$ cat config.mk
export PLATFORM = sky130hd
export DESIGN_NAME = conversor_bcd
export DESIGN_NICKNAME = d
export VERILOG_FILES = /design/src/rtl/conversor_bcd.sv
export SDC_FILE = /design/constraint.sdc
export NUM_CORES = 1
export LEC_CHECK = 0
export CORE_MARGIN = 2
export CORE_UTILIZATION = 54
export DETAILED_ROUTE_END_ITERATION = 7
export PLACE_DENSITY = 0.84
export SKIP_CTS_REPAIR_TIMING = 1
export SYNTH_ARGS = -nofsm -noshare
export SYNTH_HDL_FRONTEND = slang
export SYNTH_SLANG_ARGS = --single-unit
$ cat constraint.sdc
create_clock -name Clock -period 1.9 [get_ports Clock]
set_input_delay 0.475 -clock Clock [delete_from_list [all_inputs] [get_ports Clock]]
set_output_delay 0.475 -clock Clock [all_outputs]
set_load 0.005 [all_outputs]
$ cat src/rtl/conversor_bcd.sv
// Signed 8-bit to sign + three BCD digit codes for a display decoder.
// Sequential double-dabble: one load cycle, eight shift cycles, one result cycle.
module conversor_bcd (
    input  logic       Clock,
    input  logic       Resetn,
    input  logic       Inicio,
    input  logic [7:0] Valor,
    output logic       Ocupado,
    output logic       Pronto,
    output logic [4:0] Sinal,
    output logic [4:0] Centena,
    output logic [4:0] Dezena,
    output logic [4:0] Unidade
);

    typedef enum logic [1:0] {
        OCIOSO,
        CARREGA,
        DESLOCA,
        FIM
    } state_t;

    state_t      state_q,   state_d;
    logic [2:0]  cnt_q,     cnt_d;
    logic [7:0]  valor_q,   valor_d;
    logic        neg_q,     neg_d;
    logic [7:0]  mag_q,     mag_d;
    logic [11:0] bcd_q,     bcd_d;
    logic [11:0] bcd_adj;
    logic [4:0]  sinal_q,   sinal_d;
    logic [4:0]  centena_q, centena_d;
    logic [4:0]  dezena_q,  dezena_d;
    logic [4:0]  unidade_q, unidade_d;
    logic        ocupado_q, ocupado_d;
    logic        pronto_q,  pronto_d;

    function automatic logic [3:0] add3(input logic [3:0] n);
        return (n >= 4'd5) ? n + 4'd3 : n;
    endfunction

    always_comb begin
        state_d   = state_q;
        cnt_d     = cnt_q;
        valor_d   = valor_q;
        neg_d     = neg_q;
        mag_d     = mag_q;
        bcd_d     = bcd_q;
        bcd_adj   = '0;
        sinal_d   = sinal_q;
        centena_d = centena_q;
        dezena_d  = dezena_q;
        unidade_d = unidade_q;

        case (state_q)
            OCIOSO: begin
                if (Inicio) begin
                    valor_d = Valor;
                    state_d = CARREGA;
                end
            end
            CARREGA: begin
                neg_d   = valor_q[7];
                mag_d   = valor_q[7] ? 8'(-valor_q) : valor_q;
                bcd_d   = '0;
                cnt_d   = '0;
                state_d = DESLOCA;
            end
            DESLOCA: begin
                bcd_adj        = {add3(bcd_q[11:8]), add3(bcd_q[7:4]), add3(bcd_q[3:0])};
                {bcd_d, mag_d} = {bcd_adj, mag_q} << 1;
                cnt_d          = cnt_q + 3'd1;
                // Outputs load from the final shift result so they change only on FIM entry.
                if (cnt_q == 3'd7) begin
                    state_d   = FIM;
                    sinal_d   = neg_q ? 5'b10000 : 5'b00000;
                    centena_d = {1'b0, bcd_d[11:8]};
                    dezena_d  = {1'b0, bcd_d[7:4]};
                    unidade_d = {1'b0, bcd_d[3:0]};
                end
            end
            FIM: begin
                if (Inicio) begin
                    valor_d = Valor;
                    state_d = CARREGA;
                end else begin
                    state_d = OCIOSO;
                end
            end
            default: state_d = OCIOSO;
        endcase

        ocupado_d = (state_d == CARREGA) || (state_d == DESLOCA);
        pronto_d  = (state_d == FIM);
    end

    always_ff @(posedge Clock or negedge Resetn) begin
        if (!Resetn) begin
            state_q   <= OCIOSO;
            cnt_q     <= '0;
            valor_q   <= '0;
            neg_q     <= 1'b0;
            mag_q     <= '0;
            bcd_q     <= '0;
            sinal_q   <= '0;
            centena_q <= '0;
            dezena_q  <= '0;
            unidade_q <= '0;
            ocupado_q <= 1'b0;
            pronto_q  <= 1'b0;
        end else begin
            state_q   <= state_d;
            cnt_q     <= cnt_d;
            valor_q   <= valor_d;
            neg_q     <= neg_d;
            mag_q     <= mag_d;
            bcd_q     <= bcd_d;
            sinal_q   <= sinal_d;
            centena_q <= centena_d;
            dezena_q  <= dezena_d;
            unidade_q <= unidade_d;
            ocupado_q <= ocupado_d;
            pronto_q  <= pronto_d;
        end
    end

    assign Ocupado = ocupado_q;
    assign Pronto  = pronto_q;
    assign Sinal   = sinal_q;
    assign Centena = centena_q;
    assign Dezena  = dezena_q;
    assign Unidade = unidade_q;

endmodule

==> summary by stage <==
Synthesis
For this run, the number of Yosys warnings is 0. Sorting the synthesized cells by area gives the leading types as dfrtp_1 51%, mux2_2 7.4%, ha_1 7.2%. Summing every instance area after synthesis gives 0.00242 mm².

The flip-flop and latch count after synthesis is 49. The sequential share of the synthesized area is 50.7%. The distinct cell type count of the synthesized netlist is 33.

In this run the biggest area consumer among cell types represents 50.7% of the synthesized area. The largest total area in the synthesized netlist belongs to dfrtp_1. Synthesis produced 236 cells. The mean area per synthesized cell is 10.2 µm².

Run
The number of max-cap violations is 0.

CTS
After clock tree synthesis, the clock-pin slew on the worst setup and hold paths is 80 ps. The maximum root-to-sink buffer count is 2. The clock latency reported for the late side of the worst-skew pair is 300 ps. Counting the buffers created by CTS gives 5. CTS saw 49 sinks. Clock tree synthesis selected as its root buffer the cell clkbuf_8. The H-tree was split into 2 levels. TritonCTS built the clock tree.

Routing
The number of vias per cell is 5.42. The length of routed wiring on met1 is 1950 µm. The highest routing layer actually used is met4. Before antenna repair, the detailed router went through 4 iterations. The routed layout has 1707 vias. After the first detailed-routing iteration, the DRC count stood at 108. Detailed routing placed a total of 143 µm of wire on met3. The overall routed net length is 4400 µm. The wire length on met2 is 2250 µm. Dividing the detail-routed wire length by the instance count gives 14.0 µm. After detailed routing, the number of remaining DRC violations is 0. Once detail routing completed, the nets flagged for antenna violations numbered 0.

Pwr
The peak supply drop is 1350 µV. Summed over all cells, the static leakage comes to 1.26 nW. The power per cell area is 1540 mW/mm².

Placed design
The total instance count after detailed placement is 307. The count of input and output buffers is 25. Detailed placement ended at an HPWL of 3020 µm. At the end of routability-driven placement, the weighted congestion stood at 0.793. The minimum setup slack after placement is 145 ps.

Timing
After layout, the worst setup slack is 198 ps. The clock arrives with 6.32 ps of skew. Setup violations remaining at the end of the flow were counted as 0. The achievable frequency is 587 MHz. In the finished design, the share of the clock period the worst path needs comes to 89.6%. On the final layout, the worst hold slack is 146 ps. The setup TNS is 0 ps.

The final count of hold timing violations is 0. The minimum clock period after layout is 1700 ps. Setup repair after global routing left no endpoint under its margin. The final max-slew violation count is 0.

Setup path
The arrival time at the worst endpoint is 1910 ps. The launching instance or port of the critical path is bcd_q[0]. The nature of the critical path startpoint is a flop. The worst setup path is of the flop to flop kind. STA classifies the critical path endpoint as a flop. Of all nets on the critical path, the largest fanout is 4. The startpoint identified for the worst register-to-register timing path is bcd_q[0].

The reg2reg setup slack is 200 ps. The required time of the worst setup path is 2110 ps.

Die
The core area is 0.00432 mm². The die span in y is 70.9 µm. The die covers 0.00503 mm².

The boundary pin count is 33. For this configuration, the core starts out at a cell density of 55.9%. The die extent in x is 70.9 µm. After floorplanning, the core was divided into 24 placement rows.

Cells and area
Compared with the post-synthesis result, the final layout area differs by 18.1%. The final layout contains 287 nets. The repair_antennas step left the layout with diodes totalling 0.

In the final layout, the multi-input gates occupy 0.00104 mm². Leaving out fill and tap cells, the most frequent cells in the layout are 49 x dfrtp_1, 31 x o21ai_0, 24 x nand2_1, 24 x clkdlybuf4s50_1, 22 x inv_1. The count of fill cells added during filler insertion is 358. The final cell count without fillers is 315. The library cell used most frequently in the layout, excluding fill and tap cells, is dfrtp_1. The area occupied by registers is 0.00123 mm².

The post-route netlist has 12.9% of its cells at a drive strength greater than 1.

Global routing
Global routing finished with a remaining overflow of 0. The combined global-route utilization of all metal layers is 19.3%. The number of global-route vias before repair is 1698. Entering global routing, the biggest net connects 50 pins. The number of antenna violations at the first check in global routing is 0. The first global-routing pass estimated 7650 µm of wire.

Run status
The flow ran to the end, and the final reports show no timing, DRC or antenna violations.

Hold path
The worst hold path belongs to the class input pin to async pin.
where the power goes:
part           internal [mW]  switching, mW  total, mW  leakage (nW)
clock                  0.523          0.341      0.863        0.0681
combinational          0.879          0.967       1.85         0.559
sequential              1.40          0.279       1.68         0.629
routing by layer:
metal / vias to the layer above / global-route usage [%]
met2: 29 / 33.5
li1: 842 / -
met5: - / 0
met3: 7 / 4.27
met4: 0 / 6.29
met1: 829 / 24.0
synth_stat cells:
cell type and instances:
buf_1 1, o22ai_1 9, nand4b_1 1, xnor2_1 5, o21ai_1 1, or3_4 1
o221ai_1 2, nand2b_1 5, nand3_1 6, o31ai_1 2, conb_1 1, dfrtp_1 49
nor3_1 3, buf_2 3, o21ai_0 31, and3_1 3, nor2_1 3, nor2b_1 4
nand2_1 24, clkbuf_1 5, or4b_1 1, ha_1 14, o211ai_1 1, mux2i_1 1
mux2_2 16, inv_1 22, a21oi_1 8, xor2_1 2, nor4_2 1, buf_4 8
a31oi_1 1, a21boi_0 1, nand3b_1 1
cells by family after synthesis:
| logic type | after synthesis | share of synthesized area [%] |
|---|---|---|
| other | 1 | 0.155 |
| AO/OA/AOI/OAI | 56 | 12.8 |
| adder cells (fa/ha/maj) | 14 | 7.24 |
| flip-flops | 49 | 50.7 |
| AND/OR/NAND/NOR | 53 | 11.2 |
| XOR/XNOR | 7 | 2.53 |
| multiplexers | 17 | 7.86 |
| buffers and inverters | 39 | 7.45 |
registers in the layout, summed over array words and instances, names as in the netlist:
name / flops
bcd_q: 12
mag_q: 8
valor_q: 8
Centena: 4
Dezena: 4
Unidade: 4
cnt_q: 3
state_q: 2
Ocupado: 1
Pronto: 1
Sinal: 1
neg_q: 1
cell type report:
cell class,instances,share of cell area (%)
timing repair buffer,30,10.8
tap,52,2.28
sequential,49,42.9
multi-input combinational,154,36.4
clock inverter,3,2.28
inverter,22,2.89
clock buffer,5,2.41
path summary, 6_finish.rpt:
| check | endpoint | cells past startpoint |
|---|---|---|
| worst max-delay path | bcd_q[2] | 6 |
| worst min-delay path | Centena[3] | 2 |
| worst max register to register | bcd_q[2] | 6 |
| worst min register to register | Dezena[1] | 2 |
| max in group asynchronous | bcd_q[2] | 2 |
| min in group Clock | Dezena[1] | 2 |
worst max-delay path, cell delays in order, from the launching register on:
cell	delay, ps
dfrtp_1	410
inv_1	120
ha_1	220
nand2b_1	110
a21oi_2	210
mux2_2	370
o22ai_1	160
metrics by stage:
stage | total power, mW | area, µm² | utilization, %
2_1_floorplan | 2.90 | 2440 | -
3_3_place_gp | 3.40 | 2720 | 62.8
3_5_place_dp | 3.52 | 2720 | 62.8
4_1_cts | 4.40 | 2850 | 65.9
5_1_grt | 4.72 | 2860 | 66.1
6_report | 4.39 | 2860 | 66.1
Note: power is estimated with default switching activity, not from simulation.
